## src/rtl/pipe_hazard_ctrl.sv

```systemverilog
// pipe_hazard_ctrl
//   Stall/flush sequencer for a 5-stage pipeline (IF/ID, ID/EX, EX/MEM, MEM/WB).
//   Detects load-use hazards and taken-branch redirects, runs the dmem
//   request/acknowledge handshake, and freezes the pipeline while memory is busy.
//   Stage registers act on the enables/flushes at the next rising clk edge.
//
//   Build option: define PIPE_PERF_CNT_EN to add saturating performance counters.
//
// Ports
//   clk, reset              clock (rising edge), asynchronous active-high reset
//   id_rs1/rs2_addr, id_uses_rs1/rs2   source operands of the ID instruction
//   ex_MemRead, ex_RegWrite, ex_rd_addr  EX instruction destination info
//   ex_branch_taken         EX resolved a taken branch/jump
//   mem_MemRead/MemWrite    memory op in MEM; dmem_ack completes it this cycle
//   dmem_req                data memory request
//   pc_en, if_id_en, id_ex_en, ex_mem_en   stage load enables
//   if_id_flush, id_ex_flush               stage squash controls
//   mem_wb_bubble           MEM/WB loads RegWrite=0
//   mem_err                 sticky dmem timeout flag
//   perf_stall_cycles, perf_flushes, perf_load_use  (PIPE_PERF_CNT_EN only)

module pipe_hazard_ctrl #(
    parameter int MAX_WAIT = 16,
    parameter int CNT_W    = 32
) (
    input  logic             clk,
    input  logic             reset,
    input  logic [4:0]       id_rs1_addr,
    input  logic [4:0]       id_rs2_addr,
    input  logic             id_uses_rs1,
    input  logic             id_uses_rs2,
    input  logic             ex_MemRead,
    input  logic             ex_RegWrite,
    input  logic [4:0]       ex_rd_addr,
    input  logic             ex_branch_taken,
    input  logic             mem_MemRead,
    input  logic             mem_MemWrite,
    input  logic             dmem_ack,
    output logic             dmem_req,
    output logic             pc_en,
    output logic             if_id_en,
    output logic             if_id_flush,
    output logic             id_ex_en,
    output logic             id_ex_flush,
    output logic             ex_mem_en,
    output logic             mem_wb_bubble,
`ifdef PIPE_PERF_CNT_EN
    output logic [CNT_W-1:0] perf_stall_cycles,
    output logic [CNT_W-1:0] perf_flushes,
    output logic [CNT_W-1:0] perf_load_use,
`endif
    output logic             mem_err
);

    localparam int WCW = $clog2(MAX_WAIT + 1);

    // Elaboration-time sanity checks on the parameters.
    if (MAX_WAIT < 2) begin : g_bad_max_wait
        $error("pipe_hazard_ctrl: MAX_WAIT must be >= 2");
    end
    if (CNT_W < 1) begin : g_bad_cnt_w
        $error("pipe_hazard_ctrl: CNT_W must be >= 1");
    end

    typedef enum logic [1:0] {RUN, MEM_WAIT, ERROR} state_e;

    state_e           state_q, state_d;
    logic [WCW-1:0]   wait_cnt_q, wait_cnt_d;
    logic             mem_err_q, mem_err_d;

    logic mem_op;
    logic freeze;
    logic load_use;
    logic br_flush;   // branch redirect actually applied this cycle
    logic lu_stall;   // load-use bubble actually applied this cycle

    assign mem_op = mem_MemRead | mem_MemWrite;

    assign load_use = ex_MemRead & ex_RegWrite & (ex_rd_addr != 5'd0) &
                      ((id_uses_rs1 & (id_rs1_addr == ex_rd_addr)) |
                       (id_uses_rs2 & (id_rs2_addr == ex_rd_addr)));

    // ------------------------------------------------------------------
    // Memory handshake FSM
    // ------------------------------------------------------------------
    always_ff @(posedge clk or posedge reset) begin
        if (reset) begin
            state_q    <= RUN;
            wait_cnt_q <= '0;
            mem_err_q  <= 1'b0;
        end else begin
            state_q    <= state_d;
            wait_cnt_q <= wait_cnt_d;
            mem_err_q  <= mem_err_d;
        end
    end

    always_comb begin
        state_d    = state_q;
        wait_cnt_d = wait_cnt_q;
        mem_err_d  = mem_err_q;
        freeze     = 1'b0;
        case (state_q)
            RUN: begin
                // An acked access in RUN is zero-wait and needs no freeze.
                if (mem_op && !dmem_ack) begin
                    freeze     = 1'b1;
                    state_d    = MEM_WAIT;
                    wait_cnt_d = WCW'(1);
                end
            end
            MEM_WAIT: begin
                if (dmem_ack) begin
                    // Released in the ack cycle itself.
                    state_d    = RUN;
                    wait_cnt_d = '0;
                end else begin
                    freeze     = 1'b1;
                    wait_cnt_d = wait_cnt_q + WCW'(1);
                    if (wait_cnt_q == WCW'(MAX_WAIT - 1)) begin
                        state_d   = ERROR;
                        mem_err_d = 1'b1;
                    end
                end
            end
            ERROR: begin
                freeze = 1'b1;   // only reset leaves this state
            end
            default: begin
                state_d = RUN;
            end
        endcase
    end

    // ------------------------------------------------------------------
    // Stage controls. Freeze outranks the branch so a held taken branch
    // fires on the first unfrozen cycle; the branch outranks load-use
    // because the stalled ID instruction is squashed anyway.
    // ------------------------------------------------------------------
    always_comb begin
        dmem_req      = mem_op & (state_q != ERROR);
        pc_en         = 1'b1;
        if_id_en      = 1'b1;
        if_id_flush   = 1'b0;
        id_ex_en      = 1'b1;
        id_ex_flush   = 1'b0;
        ex_mem_en     = 1'b1;
        mem_wb_bubble = 1'b0;
        mem_err       = mem_err_q;
        br_flush      = 1'b0;
        lu_stall      = 1'b0;

        if (freeze) begin
            pc_en         = 1'b0;
            if_id_en      = 1'b0;
            id_ex_en      = 1'b0;
            ex_mem_en     = 1'b0;
            mem_wb_bubble = 1'b1;
        end else if (ex_branch_taken) begin
            if_id_flush = 1'b1;
            id_ex_flush = 1'b1;
            br_flush    = 1'b1;
        end else if (load_use) begin
            pc_en       = 1'b0;
            if_id_en    = 1'b0;
            id_ex_flush = 1'b1;
            lu_stall    = 1'b1;
        end

        // Outputs are forced low while reset is held, independent of clk.
        if (reset) begin
            dmem_req      = 1'b0;
            pc_en         = 1'b0;
            if_id_en      = 1'b0;
            if_id_flush   = 1'b0;
            id_ex_en      = 1'b0;
            id_ex_flush   = 1'b0;
            ex_mem_en     = 1'b0;
            mem_wb_bubble = 1'b0;
            mem_err       = 1'b0;
            br_flush      = 1'b0;
            lu_stall      = 1'b0;
        end
    end

`ifdef PIPE_PERF_CNT_EN
    // ------------------------------------------------------------------
    // Saturating performance counters
    // ------------------------------------------------------------------
    logic [CNT_W-1:0] stall_cnt_q, flush_cnt_q, lu_cnt_q;

    always_ff @(posedge clk or posedge reset) begin
        if (reset) begin
            stall_cnt_q <= '0;
            flush_cnt_q <= '0;
            lu_cnt_q    <= '0;
        end else begin
            if ((freeze || lu_stall) && (stall_cnt_q != '1))
                stall_cnt_q <= stall_cnt_q + CNT_W'(1);
            if (br_flush && (flush_cnt_q != '1))
                flush_cnt_q <= flush_cnt_q + CNT_W'(1);
            if (lu_stall && (lu_cnt_q != '1))
                lu_cnt_q <= lu_cnt_q + CNT_W'(1);
        end
    end

    assign perf_stall_cycles = stall_cnt_q;
    assign perf_flushes      = flush_cnt_q;
    assign perf_load_use     = lu_cnt_q;
`endif

endmodule

```

## config.mk

```make
export PLATFORM = sky130hd
export DESIGN_NAME = pipe_hazard_ctrl
export DESIGN_NICKNAME = d
export VERILOG_FILES = /design/src/rtl/pipe_hazard_ctrl.sv
export SDC_FILE = /design/constraint.sdc
export NUM_CORES = 1
export LEC_CHECK = 0
export CAP_MARGIN = 20
export CORE_MARGIN = 5
export CORE_UTILIZATION = 40
export DETAILED_ROUTE_END_ITERATION = 8
export PLACE_DENSITY = 0.89
export SYNTH_ARGS = -nofsm -noshare
export SYNTH_HDL_FRONTEND = slang
export SYNTH_SLANG_ARGS = --single-unit
```

## constraint.sdc

```tcl
create_clock -name clk -period 3.15 [get_ports clk]
set_input_delay 0.315 -clock clk [delete_from_list [all_inputs] [get_ports clk]]
set_output_delay 0.315 -clock clk [all_outputs]
set_load 0.005 [all_outputs]
```

Yosys cells after proc, flatten, opt, wreduce, memory -nomap -nowiden
Cells that the tools add are included.

word-level totals
  register bits = 8
  word-level logic and storage cells = 57

cells by class
  add/sub/neg operators = 1
  equality and inequality tests = 8
  muxes and demuxes = 27
  bitwise operators = 10
  reduce and logical (&&, ||, !) cells = 8

operators with widths
  cell                                                  number
  2-to-1 mux 1 bit                                      19
  equality test 5 bit                                   2
  2-to-1 mux 5 bit                                      2
  one-hot mux 5 bit (2 select lines)                    1
  AND 1 bit                                             6
  2-to-1 mux 2 bit                                      3
  one-hot mux 2 bit (3 select lines)                    1
  AND reduction 3 bit                                   2
  adder 5 x 1 -> 5 bit (second input constant)          1
  equality test 5 x 4 -> 1 bit (second input constant)  1
  nonzero test 5 bit                                    1
  inequality test 2 bit (second input constant)         2
  inequality test 3 bit (second input constant)         1
  one-hot mux 1 bit (3 select lines)                    1
  equality test 2 x 1 -> 1 bit (second input constant)  1
  equality test 2 bit (second input constant)           1
  zero test 2 bit                                       1
  inverter 1 bit                                        2
  bitwise OR 1 bit                                      2
  AND reduction 2 bit                                   1
  nonzero test 2 bit                                    1
  logical AND 1 bit                                     1
  zero test 1 bit                                       1

Depth between registers and ports, before layout
  depth after elaboration = 8
  depth in mapped cells = 5
  mapped depth without buffers = 5

Least setup slack after synthesis
OpenSTA, ideal clock, no wires.

  kind = register to output
  start = reg state_q[0]
  end = out pc_en
  data arrival time = 1,456 ps
  required time = 2,835 ps
  setup slack = 1,379 ps
  cell stages (with the launch flop) = 5
  path buffers = 1
  cells stage by stage = dfrtp_1 > or3_4 > a211oi_4 > o31a_2 > buf_4

between the ends
  longest elaborated chain between the ends = 4

RTL lines
  item                                               line  RTL
  start: declaration                                 67    state_e state_q, state_d;
  start signal: assignment                           92    state_q <= state_d;
  equality test 2 bit, or another cell as far along  103   case (state_q)
  one-hot mux 1 bit (3 select lines) (*)             103
  2-to-1 mux 1 bit (*) (2 in a row)                  --
  end: declaration                                   40    output logic pc_en,

Every way passes the cells marked *; elsewhere a longest branch is shown, timed or not.

Worst setup path in the final report
  start = in mem_MemWrite
  end = out id_ex_flush

between the ends
  longest elaborated chain between the ends = 6

RTL lines
  item                                line  RTL
  start: declaration                  37    input logic mem_MemWrite,
  bitwise OR 1 bit                    77    assign mem_op = mem_MemRead | mem_MemWrite;
  logical AND 1 bit                   106   if (mem_op && !dmem_ack) begin
  2-to-1 mux 1 bit                    106
  one-hot mux 1 bit (3 select lines)  103
  2-to-1 mux 1 bit                    153   if (freeze) begin
  2-to-1 mux 1 bit                    171   if (reset) begin
  end: declaration                    44    output logic id_ex_flush,

Every way passes these cells.

==> impl_metrics.tcl <==
set metrics [dict create \
    grt_pass1_wl_mm 2.87 \
    drt-wirelength-per-cell_um 14.6 \
    hold_buffers 0 \
    dp_hpwl_mm 1.43 \
    grt_max_degree 9 \
    fin_tns_setup_ns 0 \
    hold_path.class "register to register" \
    yosysSeqAreaShare_pct 32.3 \
    n_fill_cell 130 \
    grt_usage_pct 14.9 \
    post_cts_resized 0 \
    antenna_found_initial 0 \
    synthCells 66 \
    die_w_um 49.4 \
    htree_levels 1 \
    nets 130 \
    critical_path_class "primary input to primary output" \
    final_hold_viol_count 0 \
    ys_seq_elements 8 \
    slew_headroom_pct 78.4 \
    syn_nets 93 \
    skew_ns 0.00462 \
    viasPerCell 5.25 \
    grt_pass1_vias 632 \
    powerDensity_mw_per_mm2 286 \
    cp_cell_sequence "clkdlybuf4s50_1, or3_4, a211oi_4, and2_4, o21bai_2, clkdlybuf4s50_1" \
    initial_core_util_pct 41.7 \
    min_period_ns 2.61 \
    setup_ws_ns 0.543 \
    rsz0062_at_grt "false" \
    place_congestion 0.846 \
    setup_viol 0 \
    ir_drop_uv 232 \
    drt_first_pass_iters 4 \
    drive_gt1_share_pct 12.9 \
    crit_required_ns 2.83 \
    numCtsBuffers 3 \
    n_antenna_cell 0 \
    vias 614 \
    ant_nets 0 \
    cts_tree "built" \
    cts.clk_slew.worst_paths_ns 0.06 \
    yosys_warnings 0 \
    arrival_ns 2.29 \
    drt_iter0_drc 8 \
    slowest_stage "clkdlybuf4s50_1" \
    die_y_um 49.4 \
    cp_slowest_stage_delay_ns 0.51 \
    report.final.slew_viol_count 0 \
    clock-root-buffer "clkbuf_4" \
    crit_buf_inv 2 \
    area_growth_pct 58.9 \
    clockBufferDepth 2 \
    drt-total-wl_mm 1.71 \
    crit_top_cell "clkdlybuf4s50_1" \
    synth.avg_cell_area_um2 9.40 \
    cts_sinks 8 \
    period_share_pct 82.8 \
    crit_family "buffers and inverters" \
    worstSetupStartpointType "primary input" \
    postCtsSetupBuffers 0 \
    place_ws_ns 0.540 \
    dieArea_mm2 0.00244 \
    drv_cap 0 \
    gr-total-overflow 0 \
    netlist_area_um2 621 \
    crit_path_max_fanout 5 \
    rows 14 \
    core-area_mm2 0.00149 \
    tightestPinTransition_ns 0.324 \
    status "completed" \
    critPathCaptureType "primary output" \
    synth_cell_type_count 32 \
    io_pins 34 \
    port-buffer-count 33 \
    fmaxAchievable_mhz 384 \
    remaining_drc_errors 0 \
    clock_latency_ns 0.25 \
    power_leakage_uw 0.000425 \
]
==> metal layers <==
metal | part of all wire, % | global-route usage, % | up-vias
met1 | 46 | 18.2 | 271
li1 | - | - | 307
met5 | 0 | 0 | -
met2 | 44 | 24.7 | 34
met4 | 1.2 | 5.24 | 0
met3 | 8.7 | 4.28 | 2
==> power by group <==
part / internal, uW / total (uW) / switching [uW]
combinational: 57.0 / 90.3 / 33.4
sequential: 108 / 114 / 5.69
clock: 43.6 / 78.3 / 34.7
==> worst paths after layout <==
| path | from | to | slack [ns] | cells past startpoint |
|---|---|---|---|---|
| setup / recovery | mem_MemWrite | id_ex_flush | 0.54 | 6 |
| hold / removal | mem_err_q | mem_err_q | 0.46 | 1 |
| setup reg to reg | wait_cnt_q[0] | state_q[1] | 1.77 | 4 |
| hold reg to reg | mem_err_q | mem_err_q | 0.46 | 1 |
| max in group asynchronous | reset | wait_cnt_q[4] | 2.42 | 2 |
| min in group asynchronous | reset | mem_err_q | 0.48 | 2 |
==> layout by cell type, fill, tap and decap left out, types with 2 or more instances in the layout <==
cell type        count
a21oi_1              2
nor4_1               2
nor3b_1              2
nand2_1              3
and3_1               2
clkdlybuf4s50_1     33
a21o_1               2
ha_1                 2
clkbuf_4             3
xnor2_1              2
inv_1                5
nor2_1               4
xor2_1               8
dfrtp_1              8
o21ai_0              3
a31o_2               2
==> synthesized netlist by cell type (all sizes together) <==
cell type	count	area [um2]
a211oi	1	20.0
a21o	2	15.0
a21oi	2	10.0
a31o	2	17.5
a32oi	1	8.76
and2	2	15.0
and2b	1	10.0
and3	3	20.0
buf	2	15.0
dfrtp	8	200
ha	2	25.0
inv	5	18.8
nand2	3	11.3
nand3	1	5.00
nor2	4	15.0
nor2b	1	6.26
nor3	1	5.00
nor3b	2	15.0
nor4	2	12.5
o21ai	3	15.0
o21bai	2	18.8
o22ai	1	6.26
o311a	1	10.0
o31a	1	10.0
o32a	1	10.0
or3	2	17.5
xnor2	2	17.5
xor2	8	70.1
==> state kept, by name, indices dropped and copies added (netlist names) <==
signal	flops
state_q	2
wait_cnt_q	5
mem_err_q	1
==> kinds of logic after synthesis <==
logic type	Yosys count	share of synthesized area [%]
buffers and inverters	7	5.44
adder cells (fa/ha/maj)	2	4.03
flip-flops	8	32.3
XOR/XNOR	10	14.1
AND/OR/NAND/NOR	22	21.4
AO/OA/AOI/OAI	17	22.8
==> cell type report <==
class / count / area, um2 / area share (%)
Multi-Input combinational cell: 51 / 387 / 39.2
Sequential cell: 8 / 200 / 20.3
Timing Repair Buffer: 34 / 338 / 34.3
Clock buffer: 3 / 22.5 / 2.28
Inverter: 5 / 18.8 / 1.90
Tap cell: 16 / 20.0 / 2.03
==> per-stage QoR <==
stage	hold WS, ns	instances	total power [uW]	cell area [um2]	util, %
3_5_place_dp	0.447	114	206	963	64.7
3_3_place_gp	0.441	114	203	963	64.7
2_1_floorplan	0.131	66	152	621	-
6_report	0.458	117	282	986	66.2
5_1_grt	0.499	117	302	986	66.2
4_1_cts	0.460	117	287	986	66.2
No activity file was read; power rests on OpenSTA's default activity.
